## src/rtl/dpi_timing_gen_pkg.sv

```systemverilog
// Shared raster timing constants (640x480@60 defaults) and FSM state encoding
// for the DPI timing generator and its companion sync detector configuration.
package dpi_timing_gen_pkg;

  localparam int unsigned CW        = 11;
  localparam int unsigned MAX_TOTAL = 2047;

  localparam int unsigned DEF_H_ACTIVE = 640;
  localparam int unsigned DEF_H_FP     = 16;
  localparam int unsigned DEF_H_SYNC   = 96;
  localparam int unsigned DEF_H_BP     = 48;
  localparam int unsigned DEF_V_ACTIVE = 480;
  localparam int unsigned DEF_V_FP     = 10;
  localparam int unsigned DEF_V_SYNC   = 2;
  localparam int unsigned DEF_V_BP     = 33;

  typedef enum logic [1:0] {
    ST_IDLE = 2'd0,
    ST_RUN  = 2'd1,
    ST_STOP = 2'd2
  } state_t;

endpackage

```

## src/rtl/dpi_axis_counter.sv

```systemverilog
// One raster axis: wrap counter with combinational active/sync region decode.
module dpi_axis_counter
  import dpi_timing_gen_pkg::*;
#(
  parameter int unsigned ACTIVE = DEF_H_ACTIVE,
  parameter int unsigned FP     = DEF_H_FP,
  parameter int unsigned SYNC   = DEF_H_SYNC,
  parameter int unsigned BP     = DEF_H_BP
) (
  input  logic          clk,
  input  logic          rst_n,
  input  logic          clr,
  input  logic          inc,
  output logic [CW-1:0] cnt,
  output logic          wrap,
  output logic          active,
  output logic          sync
);

  localparam int unsigned TOTAL      = ACTIVE + FP + SYNC + BP;
  localparam int unsigned SYNC_START = ACTIVE + FP;
  localparam int unsigned SYNC_END   = ACTIVE + FP + SYNC;

  assign wrap   = (cnt == CW'(TOTAL - 1));
  assign active = (cnt < CW'(ACTIVE));
  assign sync   = (cnt >= CW'(SYNC_START)) && (cnt < CW'(SYNC_END));

  always_ff @(posedge clk or negedge rst_n) begin
    if (!rst_n) begin
      cnt <= '0;
    end else if (clr) begin
      cnt <= '0;
    end else if (inc) begin
      cnt <= wrap ? '0 : cnt + CW'(1);
    end
  end

endmodule

```

## src/rtl/dpi_timing_gen.sv

```systemverilog
// DPI/VGA raster timing source: FSM, H/V axis counters and registered,
// polarity-adjusted sync/DE/coordinate outputs; starts and stops on frame edges.
module dpi_timing_gen
  import dpi_timing_gen_pkg::*;
#(
  parameter int unsigned H_ACTIVE = DEF_H_ACTIVE,
  parameter int unsigned H_FP     = DEF_H_FP,
  parameter int unsigned H_SYNC   = DEF_H_SYNC,
  parameter int unsigned H_BP     = DEF_H_BP,
  parameter int unsigned V_ACTIVE = DEF_V_ACTIVE,
  parameter int unsigned V_FP     = DEF_V_FP,
  parameter int unsigned V_SYNC   = DEF_V_SYNC,
  parameter int unsigned V_BP     = DEF_V_BP,
  parameter bit          HS_POL   = 1'b0,
  parameter bit          VS_POL   = 1'b0
) (
  input  logic          clk,
  input  logic          rst_n,
  input  logic          enable,
  output logic          hsync,
  output logic          vsync,
  output logic          de,
  output logic [CW-1:0] pix_x,
  output logic [CW-1:0] pix_y,
  output logic          line_start,
  output logic          frame_start,
  output logic          running
);

  localparam int unsigned H_TOTAL = H_ACTIVE + H_FP + H_SYNC + H_BP;
  localparam int unsigned V_TOTAL = V_ACTIVE + V_FP + V_SYNC + V_BP;

  // Counters are CW bits wide; larger rasters cannot be represented.
  if (H_TOTAL > MAX_TOTAL || V_TOTAL > MAX_TOTAL) begin : g_bad_total
    $error("dpi_timing_gen: H_TOTAL/V_TOTAL exceed counter range");
  end

  state_t        state;
  logic          run_c;
  logic [CW-1:0] h_cnt, v_cnt;
  logic          h_wrap, v_wrap, h_act, v_act, h_sync, v_sync;
  logic          frame_end_c;

  assign run_c       = (state != ST_IDLE);
  assign frame_end_c = h_wrap & v_wrap;

  dpi_axis_counter #(
    .ACTIVE(H_ACTIVE), .FP(H_FP), .SYNC(H_SYNC), .BP(H_BP)
  ) u_h (
    .clk(clk), .rst_n(rst_n), .clr(~run_c), .inc(run_c),
    .cnt(h_cnt), .wrap(h_wrap), .active(h_act), .sync(h_sync)
  );

  dpi_axis_counter #(
    .ACTIVE(V_ACTIVE), .FP(V_FP), .SYNC(V_SYNC), .BP(V_BP)
  ) u_v (
    .clk(clk), .rst_n(rst_n), .clr(~run_c), .inc(run_c & h_wrap),
    .cnt(v_cnt), .wrap(v_wrap), .active(v_act), .sync(v_sync)
  );

  // FSM plus output registers; outputs trail the counter state by one cycle.
  always_ff @(posedge clk or negedge rst_n) begin
    if (!rst_n) begin
      state       <= ST_IDLE;
      hsync       <= ~HS_POL;
      vsync       <= ~VS_POL;
      de          <= 1'b0;
      pix_x       <= '0;
      pix_y       <= '0;
      line_start  <= 1'b0;
      frame_start <= 1'b0;
      running     <= 1'b0;
    end else begin
      case (state)
        ST_IDLE: if (enable) state <= ST_RUN;
        ST_RUN:  if (!enable) state <= ST_STOP;
        ST_STOP: if (frame_end_c) state <= enable ? ST_RUN : ST_IDLE;
        default: state <= ST_IDLE;
      endcase

      if (run_c) begin
        hsync       <= h_sync ? HS_POL : ~HS_POL;
        vsync       <= v_sync ? VS_POL : ~VS_POL;
        de          <= h_act & v_act;
        pix_x       <= (h_act & v_act) ? h_cnt : '0;
        pix_y       <= (h_act & v_act) ? v_cnt : '0;
        line_start  <= (h_cnt == '0);
        frame_start <= (h_cnt == '0) && (v_cnt == '0);
        running     <= 1'b1;
      end else begin
        hsync       <= ~HS_POL;
        vsync       <= ~VS_POL;
        de          <= 1'b0;
        pix_x       <= '0;
        pix_y       <= '0;
        line_start  <= 1'b0;
        frame_start <= 1'b0;
        running     <= 1'b0;
      end
    end
  end

endmodule

```

## config.mk

```make
export PLATFORM = sky130hd
export DESIGN_NAME = dpi_timing_gen
export DESIGN_NICKNAME = d
export VERILOG_FILES = /design/src/rtl/dpi_timing_gen_pkg.sv /design/src/rtl/dpi_axis_counter.sv /design/src/rtl/dpi_timing_gen.sv
export SDC_FILE = /design/constraint.sdc
export NUM_CORES = 1
export LEC_CHECK = 0
export BUFFER_PORTS_ARGS = -buffer_cell sky130_fd_sc_hd__clkbuf_2
export CORE_MARGIN = 2
export CORE_UTILIZATION = 60
export DETAILED_ROUTE_END_ITERATION = 7
export PLACE_DENSITY = 0.83
export SKIP_LAST_GASP = 1
export SLEW_MARGIN = 20
export SYNTH_ARGS = -nofsm -noshare
export SYNTH_HDL_FRONTEND = slang
export SYNTH_SLANG_ARGS = --single-unit
export TNS_END_PERCENT = 5
```

## constraint.sdc

```tcl
create_clock -name clk -period 3 [get_ports clk]
set_input_delay 0.45 -clock clk [delete_from_list [all_inputs] [get_ports clk]]
set_output_delay 0.45 -clock clk [all_outputs]
set_load 0.03 [all_outputs]
```

# --- Word-level counts from Yosys, hierarchy flattened ---
# Cells that the tools add are included.
totals:
  ff_bits: 52
  in_bits: 3
classes:
  muxes: 22
  eq_ne: 8
  order_cmp: 6
  bitwise_logic: 3
  n_addsub: 2
  n_reduce_logical: 8
op_table:
  columns: ["op", "n"]
  rows:
  - ["two-way mux 11 bit", 9]
  - ["adder 11 x 1 -> 11 bit (second input constant)", 2]
  - ["== test 11 x 10 -> 1 bit (second input constant)", 2]
  - ["logical NOT 11 bit", 2]
  - ["less-than comparator 11 x 10 -> 1 bit (second input constant)", 2]
  - ["less-than comparator 11 x 9 -> 1 bit (second input constant)", 2]
  - ["greater-or-equal comparator 11 x 10 -> 1 bit (second input constant)", 1]
  - ["greater-or-equal comparator 11 x 9 -> 1 bit (second input constant)", 1]
  - ["two-way mux 1 bit", 9]
  - ["two-way mux 2 bit", 3]
  - ["!= test 2 bit (second input constant)", 3]
  - ["one-hot mux 2 bit (3 select lines)", 1]
  - ["AND 1 bit", 3]
  - ["logical AND 1 bit", 3]
  - ["AND reduction 3 bit", 1]
  - ["== test 2 x 1 -> 1 bit (second input constant)", 1]
  - ["== test 2 bit (second input constant)", 1]
  - ["logical NOT 2 bit", 1]
  - ["!= test 2 x 1 -> 1 bit (second input constant)", 1]
  - ["nonzero test 2 bit", 1]

# --- Longest topological paths before layout ---
# Gate-level depths: netlist (run 1).
depth:
  depth_word: 4
  mapped_depth: 7
  depth_no_buf: 6

# --- Hierarchy ---
# A second synthesis (run 1) with hierarchy kept.
unflattened:
  cells_unflattened: 229
  hier_area_um2: 2544.9
by_module_without_submodules:
  columns: ["mod", "cells_each", "area_per_inst_um2", "n_inst"]
  rows:
  - ["dpi_timing_gen", 75, 1099.8, 1]
  - ["dpi_axis_counter (u_v)", 84, 768.2, 1]
  - ["dpi_axis_counter (u_h)", 70, 676.9, 1]

# --- Worst setup path after synthesis (run 1) ---
# OpenSTA, ideal clock, no wires.
synth_timing:
  kind: "reg2reg"
  from: "register u_h.cnt[0]"
  to: "register u_v.cnt[3]"
  path_buffers: 1
  path_stages_with_launch: 7
  required_time_ns: 2.931
  synth_period_minus_slack_ns: 1.698
  setup_ns: 0.069
  slack_ns: 1.302
  t_arrival_ns: 1.629
  path_cell_list: "dfrtp_1 > ha_1 > and4_1 > buf_2 > nand3_2 > or4_1 > nand3_1"
synth_via:
  elab_chain_cells: 3
synth_rtl:
  columns: ["element", "line", "source"]
  rows:
  - ["from (decl)", "dpi_axis_counter.sv:14", "output logic [CW-1:0] cnt,"]
  - ["from (signal assigned)", "dpi_axis_counter.sv:34", "cnt <= wrap ? '0 : cnt + CW'(1);"]
  - ["== test 11 x 10 -> 1 bit", "dpi_axis_counter.sv:24", "assign wrap = (cnt == CW'(TOTAL - 1));"]
  - ["AND 1 bit", "dpi_timing_gen.sv:57", ".clk(clk), .rst_n(rst_n), .clr(~run_c), .inc(run_c & h_wrap),"]
  - ["!= test 2 x 1 -> 1 bit (no source line)", null, null]
  - ["to (signal assigned)", "dpi_axis_counter.sv:34", null]
  - ["to (decl)", "dpi_axis_counter.sv:14", null]
# No other way between the ends.
# A chain may end at the register's enable or synchronous reset.

# --- Worst setup path in the final report (run 1) ---
layout_timing:
  from: "register u_h.cnt[0]"
  to: "register u_v.cnt[6]"
# The elaborated chain is that of the path after synthesis.

==> key figures, run 1 <==
STA
  • Max_slew headroom: 0.417
  • Final setup viols: 0
  • Fin crit share: 0.692
  • Hold Vio Cnt, Final: 0
  • Min cycle time layout: between 2 and 2.5 ns
  • Fin Clk Skew: around 0.0041 ns
  • Max Clk Rate: roughly 480 MHz
  • Final setup TNS: 0 ns
  • RSZ-0062 raised after global routing: no
  • Worst-Margin Slew: 0.871 ns
  • Slew Viols, Final: 0

Detailed routing
  • Post-Route WL: between 4000 and 5000 um
  • Vias/cell: ~5.6
  • Drt pass-1 iters: 4
  • Vias: 1603
  • DRC violations left: 0
  • Drt wl/cell: approximately 14 um
  • Post-route ant nets: 0
  • DR iter-0 viols: 67

Final layout
  • Post-route cell area: ~2600 um2
  • Synthesis-to-layout area growth: 12.4%
  • Antenna diodes: 0
  • Multi-input gate area in the final layout: 892 um2
  • Fin nets: about 250
  • Reg area: between 1000 and 1500 um2
  • Util after Layout: 0.702
  • Fillcell total: between 200 and 300
  • Share of cells above drive strength 1: 0.201

Power and ir drop
  • Static Leakage: between 1 and 1.5 nW
  • Pwr Density: ~480 nW/um2
  • Cell Int Power: just under 0.001 W
  • Worst VDD drop: 0.331 mV
  • Sw Pwr: ~0.00025 W
  • Overall power: approximately 0.0012 W
  • Clock network fraction of total power: 0.409
  • Sequential share of power: 0.574
  • Combinational fraction of design power: 0.018
  • Net Sw Frac: 0.202

Clock tree
  • Root Buffer: clkbuf_8
  • # clock sinks: 52
  • # resized after CTS: 0
  • Latest clock arrival within the worst-skew pair: around 0.31 ns
  • H-tree depth: 2
  • Hold Buf Count CTS: 0
  • Postcts setup bufs: 0
  • Clock transition at path regs: roughly 0.090 ns
  • Longest Clk Path Bufs: 2
  • CTS tree: yes
  • CTS buffer count: 5

Placement
  • DP Area: 2450 um2
  • PortBufs: 30
  • GPL Wtd Cong: 0.857
  • Detail Placement HPWL: 2880 um

Setup path
  • R2r setup slk: about 0.92 ns
  • R2R depth: 5
  • Crit Path Category: reg -> reg
  • Startpoint types: register
  • Crit Path Max Fanout: 13
  • Arrival time worst endpoint: 2.31 ns
  • Worst reg2reg endpoint: u_v.cnt[6]
  • Launching point of the worst reg2reg path: u_h.cnt[0]
  • CP required: 3.24 ns
  • Critical Path End Type: register

Floorplanning
  • Rows: 22
  • Core footprint: ~3700 um2
  • # IOs: 31
  • Die H: roughly 66 um
  • Initial cell density of the core: 0.624
  • DIE AREA: around 4300 um2
  • Die width: between 60 and 70 um

Synthesis
  • Ys async rst share: 1.00
  • Synth cell types: 38
  • Synth area leader: dfrtp_1
  • Number of synthesized flops with an enable pin: 0
  • Post-synthesis cell count: around 210
  • Top cells by area, synth: dfrtp_1, and2_1, nor2_1
  • Average cell area after synthesis: ~11 um2
  • Synth top area share: 0.547
  • Cell Area, Synth: about 2300 um2
  • Register area share after synthesis: 0.570
  • Main synth FF type: dfrtp_1
  • Count of state elements after synthesis: 52
  • Syn. warnings: 0

Min path
  • Worst hold path class: in -> async

Run status
  • Status: completed

Global routing
  • First-pass GRT wire length: between 6000 and 7000 um
  • Vias in the first global route: 1442
  • Initial antenna violation count: 0
  • Pin count of the biggest net entering global routing: 30
  • Global Route Usage Sum: 0.216
  • Gr ovfl total: 0

Run
  • MaxCap Viol Count: 0
layout make-up:
| cell class | count | share of cell area |
|---|---|---|
| sequential | 52 | 0.508 |
| multi-input combinational | 140 | 0.347 |
| timing repair buffer | 32 | 0.0643 |
| clock buffer | 6 | 0.0321 |
| tap | 48 | 0.0234 |
| clock inverter | 2 | 0.0151 |
| inverter | 7 | 0.0102 |
per-layer routing:
metal / global-route usage / vias to the layer above / part of all wire
met5: 0 / - / 0
met1: 0.311 / 762 / 0.48
met3: 0.0462 / 6 / 0.059
met2: 0.323 / 56 / 0.44
met4: 0.0807 / 0 / 0.015
li1: - / 779 / -
critical path: stages (launching register included):
cell	delay (ns)
dfrtp_1	0.43
ha_1	0.26
and4_1	0.28
a31oi_1	0.65
o21ai_0	0.22
a21oi_1	0.16
cell families after synthesis:
group	Yosys count	share of synthesized area
buf+inv	19	0.0427
xor+xnor	9	0.0345
compound gates	26	0.0728
fa+ha+maj	4	0.0219
mux	1	0.00493
flops	52	0.570
simple gates	97	0.251
other cells	1	0.00164
power by group through the flow:
| stage | logic, W | clock network [W] | registers (W) |
|---|---|---|---|
| 2_1_floorplan | 0.000000348 | 0 | 0.000721 |
| 3_3_place_gp | 0.0000222 | 0 | 0.000717 |
| 3_5_place_dp | 0.0000227 | 0 | 0.000717 |
| 4_1_cts | 0.0000227 | 0.000512 | 0.000703 |
| 5_1_grt | 0.0000253 | 0.000536 | 0.000703 |
| 6_report | 0.0000216 | 0.000501 | 0.000703 |
worst max path at each step:
stage	start	end	slack [ns]	cells after the start
after floorplan	u_h.cnt[0]	u_v.cnt[3]	1.30	6
after global placement	u_h.cnt[0]	u_v.cnt[6]	0.97	5
after detailed placement	u_h.cnt[0]	u_v.cnt[6]	0.89	5
after CTS	u_h.cnt[0]	u_v.cnt[6]	0.86	5
after global routing	u_h.cnt[0]	u_v.cnt[6]	0.68	5
final	u_h.cnt[0]	u_v.cnt[6]	0.92	5
cell usage in the layout (no fill, tap or decap), types with 5 or more instances in the layout:
cell type / count
inv_1: 7
nand3_1: 11
nor2_1: 18
clkbuf_2: 30
and2_1: 21
nand2_1: 10
dfrtp_1: 50
and4_1: 5
xor2_1: 5
nor3_1: 5
clkbuf_8: 6
o21ai_0: 9
per-stage QoR:
| stage | setup slack (ns) | hold slack [ns] | std cells |
|---|---|---|---|
| floorplan | 1.30 | 0.154 | 211 |
| global placement | 0.973 | 0.478 | 279 |
| detailed placement | 0.888 | 0.490 | 279 |
| CTS | 0.865 | 0.149 | 287 |
| global route | 0.682 | 0.176 | 287 |
| finish | 0.923 | 0.126 | 287 |
cell usage after synthesis (2+ instances only):
library cell / count
and2_1: 21
xor2_1: 5
or4_1: 2
o21ai_0: 9
or3_1: 4
nor2b_1: 2
nand2_1: 10
dfrtp_1: 50
clkbuf_1: 6
nor3_1: 5
buf_6: 3
a21o_1: 2
o31ai_1: 4
a22o_1: 3
and4_1: 5
a31o_2: 2
a31oi_1: 2
and4b_1: 2
buf_2: 2
a21oi_1: 4
ha_1: 4
nor4b_1: 3
xnor2_1: 4
nor2_1: 18
inv_1: 7
nor4_1: 2
nand3_1: 11
dfstp_2: 2
and3_1: 3
nand4_1: 4
registers in the layout, summed over array words and instances, names as in the netlist:
register     count
frame_start      1
de               1
hsync            1
state            2
pix_x           11
line_start       1
vsync            1
u_h.cnt         11
running          1
pix_y           11
u_v.cnt         11
No activity file was read; power rests on OpenSTA's default activity.
==> run 2, diff against run 1 <==
--- a/config.mk
+++ b/config.mk
@@ -5,11 +5,12 @@
 export SDC_FILE = /design/constraint.sdc
 export NUM_CORES = 1
 export LEC_CHECK = 0
+export ABC_AREA = 1
 export BUFFER_PORTS_ARGS = -buffer_cell sky130_fd_sc_hd__clkbuf_2
 export CORE_MARGIN = 2
-export CORE_UTILIZATION = 60
+export CORE_UTILIZATION = 51
 export DETAILED_ROUTE_END_ITERATION = 7
-export PLACE_DENSITY = 0.83
+export PLACE_DENSITY = 0.74
 export SKIP_LAST_GASP = 1
 export SLEW_MARGIN = 20
 export SYNTH_ARGS = -nofsm -noshare
==> constraint.sdc (replaced) <==
create_clock -name clk -period 1.9 [get_ports clk]
set_input_delay 0.285 -clock clk [delete_from_list [all_inputs] [get_ports clk]]
set_output_delay 0.285 -clock clk [all_outputs]
set_load 0.03 [all_outputs]
==> run 2 against run 1 <==
Effect of this change:
- core utilization down 11 points
- final cell count up 34%
- worst setup slack worse by 0.67 ns
- critical path type unchanged
==> key figures, run 2 <==
Global routing
  • Global Route Usage Sum: 0.211
  • Vias in the first global route: ~1.8k
  • Pin count of the biggest net entering global routing: 31
  • Gr ovfl total: 0
  • First-pass GRT wire length: between 8000 and 9000 um
  • Initial antenna violation count: 0

Detailed routing
  • Drt pass-1 iters: 4
  • DRC violations left: 0
  • Post-Route WL: between 4000 and 5000 um
  • DR iter-0 viols: 129
  • Post-route ant nets: 0
  • Vias/cell: just over 5
  • Vias: between 1.5k and 2k
  • Drt wl/cell: ~12 um

Synthesis
  • Synth top area share: 0.515
  • Register area share after synthesis: 0.537
  • Cell Area, Synth: about 2400 um2
  • Most common cell in the netlist: nand2_1
  • Commonest cells in the netlist: nand2_1, nor2_1, dfrtp_1
  • Synth cell types: 29
  • Post-synthesis cell count: slightly below 300
  • Top cells by area, synth: dfrtp_1, nand2_1, nor2_1
  • Number of synthesized flops with an enable pin: 0
  • Syn. warnings: 0
  • Synth area leader: dfrtp_1
  • Count of state elements after synthesis: 52
  • Ys async rst share: 1.00
  • Average cell area after synthesis: just over 8 um2
  • Main synth FF type: dfrtp_1

Final layout
  • Synthesis-to-layout area growth: 12.8%
  • Most frequent cells in the layout: nand2_1, nor2_1, dfrtp_1
  • Finished Layout Cells: 384
  • Share of cells above drive strength 1: 0.170
  • Commonest non-fill, non-tap cell in the layout: nand2_1
  • Fin nets: roughly 340
  • Antenna diodes: 0

Power and ir drop
  • Net Sw Frac: 0.213
  • Combinational fraction of design power: 0.023
  • Clock network fraction of total power: 0.343
  • Cell Int Power: approximately 0.0014 W
  • Pwr Density: 639 nW/um2
  • Worst VDD drop: 0.294 mV
  • Sw Pwr: ~0.00037 W
  • Static Leakage: 1.50 nW
  • Sequential share of power: 0.634

Placement
  • Detail Placement HPWL: around 3500 um
  • PortBufs: 30
  • Placed insts: between 300 and 400
  • GPL Wtd Cong: around 0.87

STA
  • Final setup TNS: 0 ns
  • Min cycle time layout: between 1.5 and 2 ns
  • Max Clk Rate: 609 MHz
  • Slew Viols, Final: 0
  • RSZ-0062 raised after global routing: no
  • Hold Vio Cnt, Final: 0
  • Fin Clk Skew: between 0.006 and 0.007 ns
  • Worst-Margin Slew: around 0.56 ns
  • Final setup viols: 0
  • Max_slew headroom: 0.626
  • Fin crit share: 0.864

Clock tree
  • Longest Clk Path Bufs: 2
  • Latest clock arrival within the worst-skew pair: between 0.3 and 0.4 ns
  • Clock transition at path regs: about 0.090 ns
  • Hold Buf Count CTS: 1
  • Root Buffer: clkbuf_8
  • H-tree depth: 2
  • # resized after CTS: 0
  • CTS tree: yes
  • CTS buffer count: 5
  • Postcts setup bufs: 0
  • # clock sinks: 52

Setup path
  • Launching point of the worst reg2reg path: u_h.cnt[0]
  • Critical Path End Type: register
  • R2r setup slk: 0.26 ns
  • R2R depth: 8
  • Crit Path Category: reg -> reg
  • CP endpoint: u_v.cnt[7]
  • Startpoint types: register
  • Worst reg2reg endpoint: u_v.cnt[7]
  • Crit Path Max Fanout: 11
  • CP required: 2.15 ns
  • Critical path startpoint: u_h.cnt[0]
  • Arrival time worst endpoint: 1.89 ns

Floorplanning
  • Die width: 73.0 um
  • Initial cell density of the core: 0.521
  • DIE AREA: around 5300 um2
  • Core footprint: 4660 um2
  • Die H: 73.0 um
  • # IOs: 31
  • Rows: 25

Min path
  • Worst hold path class: in -> reg

Run status
  • Status: completed

Run
  • MaxCap Viol Count: 0
run 2: cell types whose count changed after synthesis, moves of 7 or more:
cell / change
nand2_1: +63
inv_1: +26
and2_1: -20
nor2_1: +35
o21ai_0: -7
nand4_1: +11
nand3_1: +7
run 2: kinds of logic after synthesis:
kind of cell | Yosys count | share of synthesized area
simple gates | 179 | 0.336
compound gates | 9 | 0.0185
fa+ha+maj | 4 | 0.0206
flops | 52 | 0.537
other cells | 1 | 0.00154
buf+inv | 46 | 0.0793
xor+xnor | 2 | 0.00721
run 2: layout make-up:
type                            instances  area, um2
Fill cell                             426       1920
Clock inverter                          1       5.00
Timing Repair Buffer                   34        195
Inverter                               39        151
Multi-Input combinational cell        197        941
Tap cell                               54       67.6
Sequential cell                        52       1300
Clock buffer                            7       76.3
run 2: power by group through the flow:
stage	combinational, W	sequential (W)	clock (W)
4_1_cts	0.0000417	0.00111	0.000610
3_3_place_gp	0.0000395	0.00113	0
5_1_grt	0.0000456	0.00111	0.000655
2_1_floorplan	0.00000130	0.00114	0
6_report	0.0000399	0.00111	0.000600
3_5_place_dp	0.0000402	0.00113	0
run 2: critical path: stages (launching register included):
cell	delay (ns)
dfrtp_1	0.42
ha_1	0.27
nand3_4	0.13
clkinv_4	0.09
nand2_4	0.09
nor2_8	0.06
nor2_2	0.36
nand2_1	0.10
nand2_1	0.08
run 2: through the flow:
step | power (W) | hold slack (ns) | utilization | setup WS, ns | area (um2)
2_1_floorplan | 0.00114 | -0.0106 | - | 0.538 | 2440
3_3_place_gp | 0.00117 | 0.300 | 0.568 | 0.324 | 2650
3_5_place_dp | 0.00117 | 0.303 | 0.568 | 0.283 | 2650
4_1_cts | 0.00176 | 0.195 | 0.588 | 0.251 | 2740
5_1_grt | 0.00181 | 0.208 | 0.588 | 0.109 | 2740
6_report | 0.00175 | 0.192 | 0.588 | 0.258 | 2740
run 2: per-layer routing:
metal / wire, um / global-route usage / vias to the layer above
li1: - / - / 980
met1: 2060 / 0.282 / 922
met4: 61 / 0.0617 / 0
met3: 190 / 0.0470 / 6
met5: 0 / 0 / -
met2: 2480 / 0.344 / 48
run 2: worst min path at each step:
| stage | startpoint | end | cells after the start |
|---|---|---|---|
| after floorplan | rst_n | de | 0 |
| after global placement | rst_n | pix_y[10] | 1 |
| final | enable | state[0] | 3 |
| after detailed placement | rst_n | pix_y[10] | 1 |
| after global routing | enable | state[0] | 3 |
| after CTS | enable | state[0] | 3 |
==> run 3, diff against run 2 <==
--- a/config.mk
+++ b/config.mk
@@ -7,6 +7,7 @@
 export LEC_CHECK = 0
 export ABC_AREA = 1
 export BUFFER_PORTS_ARGS = -buffer_cell sky130_fd_sc_hd__clkbuf_2
+export CORE_ASPECT_RATIO = 1.5
 export CORE_MARGIN = 2
 export CORE_UTILIZATION = 51
 export DETAILED_ROUTE_END_ITERATION = 7
==> run 3 against run 2 <==
Effect of this change:
- clock-buffer cell count decreased by 2
- core utilization is 2.2 points higher
- combinational power shrank 14%
- worst hold slack lost 0.12 ns
- die area grew 0.21%
- clock power increased by 28%
- final cell count rose by 2.6%
- routed wire length up 5.3%
- largest cell class unchanged
- largest power group unchanged
- highest routed layer unchanged
==> key figures, run 3 (synthesized netlist as in run 2, its figures left out) <==
Power and ir drop
  • Net Sw Frac: 0.210
  • Cell Int Power: approximately 0.0015 W
  • Worst VDD drop: about 0.51 mV
  • Sequential share of power: 0.580
  • Overall power: between 0.0015 and 0.002 W
  • Clock network fraction of total power: 0.402
  • Static Leakage: between 1.5 and 2 nW
  • Pwr Density: approximately 700 nW/um2
  • Combinational fraction of design power: 0.018
  • Sw Pwr: 0.000401 W

Final layout
  • Commonest non-fill, non-tap cell in the layout: nand2_1
  • Antenna diodes: 0
  • Fin nets: ~340
  • Finished Layout Cells: roughly 390
  • Share of cells above drive strength 1: 0.179
  • Post-route cell area: 2770 um2
  • Most frequent cells in the layout: nand2_1, nor2_1, dfrtp_1
  • Synthesis-to-layout area growth: 14.1%

Clock tree
  • Longest Clk Path Bufs: 2
  • Hold Buf Count CTS: 0
  • Latest clock arrival within the worst-skew pair: 0.31 ns
  • # clock sinks: between 50 and 60
  • CTS tree: yes
  • Postcts setup bufs: 0
  • # resized after CTS: 0
  • H-tree depth: 2
  • Clock transition at path regs: about 0.1 ns
  • CTS buffer count: 5
  • Root Buffer: clkbuf_8

Run
  • MaxCap Viol Count: 0

Detailed routing
  • Vias: between 1.5k and 2k
  • Post-route ant nets: 0
  • Vias/cell: 5.05
  • Drt wl/cell: around 13 um
  • Drt pass-1 iters: 6
  • DRC violations left: 0
  • DR iter-0 viols: 72
  • Post-Route WL: between 5000 and 6000 um

Global routing
  • First-pass GRT wire length: ~8300 um
  • Pin count of the biggest net entering global routing: 53
  • Initial antenna violation count: 0
  • Global Route Usage Sum: 0.210
  • Vias in the first global route: ~1.8k
  • Gr ovfl total: 0

Floorplanning
  • Initial cell density of the core: 0.535
  • Core footprint: around 4500 um2
  • DIE AREA: between 5000 and 6000 um2
  • Die width: between 60 and 70 um
  • Die H: slightly below 90 um
  • Rows: 30
  • # IOs: 31

STA
  • RSZ-0062 raised after global routing: no
  • Max_slew headroom: 0.588
  • Slew Viols, Final: 0
  • Max Clk Rate: roughly 600 MHz
  • Final setup viols: 0
  • Worst-Margin Slew: 0.617 ns
  • Fin crit share: 0.879
  • Min cycle time layout: 1.67 ns
  • Final setup TNS: 0 ns
  • Fin Clk Skew: 0.0129 ns
  • Hold Vio Cnt, Final: 0

Placement
  • Placed insts: roughly 390
  • Detail Placement HPWL: between 3000 and 4000 um
  • DP Area: about 2700 um2
  • GPL Wtd Cong: roughly 0.94
  • PortBufs: 30

Setup path
  • CP required: roughly 2.2 ns
  • Arrival time worst endpoint: between 1.5 and 2 ns
  • Critical Path End Type: register
  • Startpoint types: register
  • Crit Path Max Fanout: 11
  • Crit Path Category: reg -> reg

Run status
  • Status: completed

Min path
  • Worst hold path class: in -> async
## run 3: changes by cell type in the layout (fill, tap and decap cells not counted)
cell,before,now
buf_4,2,4
clkbuf_1,2,0
buf_12,1,0
bufinv_16,0,1
clkinv_2,1,0
clkinvlp_4,0,1
dlygate4sd3_1,1,0
inv_6,0,1
## run 3: power groups by stage
stage / clock (W) / sequential (W) / combinational [W]
floorplan: 0 / 0.00114 / 0.00000130
global placement: 0 / 0.00113 / 0.0000360
detailed placement: 0 / 0.00113 / 0.0000363
CTS: 0.000778 / 0.00111 / 0.0000364
global route: 0.000835 / 0.00111 / 0.0000397
finish: 0.000768 / 0.00111 / 0.0000343
## run 3: layout make-up
cell class,instances,area [um2]
fill,405,1770
sequential,52,1300
multi-input combinational,197,941
timing repair buffer,34,180
inverter,39,151
tap,64,80.1
clock buffer,5,68.8
clock inverter,3,46.3
## run 3: final timing paths
| path | from | end | slack (ns) | cells past startpoint |
|---|---|---|---|---|
| max | u_h.cnt[0] | u_v.cnt[1] | 0.23 | 8 |
| min | rst_n | pix_x[10] | 0.07 | 2 |
| min in group clk | enable | state[0] | 0.19 | 3 |
| max in group asynchronous | rst_n | u_v.cnt[4] | 1.41 | 2 |
| min reg2reg | u_h.cnt[0] | u_h.cnt[0] | 0.49 | 1 |
| max reg2reg | u_h.cnt[0] | u_v.cnt[1] | 0.23 | 8 |
## run 3: critical path: stages, from the launching register on
cell      delay, ns
dfrtp_1        0.42
ha_1           0.26
nand3_4        0.13
clkinv_4       0.09
nand2_4        0.09
nor2_8         0.06
nor2_2         0.36
nand2_1        0.11
nand2_1        0.09
## run 3: per-stage QoR
stage                     utilization  setup slack [ns]  hold WS, ns
after floorplan                     -             0.538      -0.0106
final                           0.610             0.230       0.0718
after detailed placement        0.585             0.278        0.436
after CTS                       0.610             0.245        0.102
after global routing            0.610            0.0862        0.120
after global placement          0.585             0.283        0.428
## run 3: routing by layer
metal,wire [um],GRT usage
met3,224,0.0497
met1,1910,0.235
met4,174,0.0929
met2,2740,0.370
met5,0,0
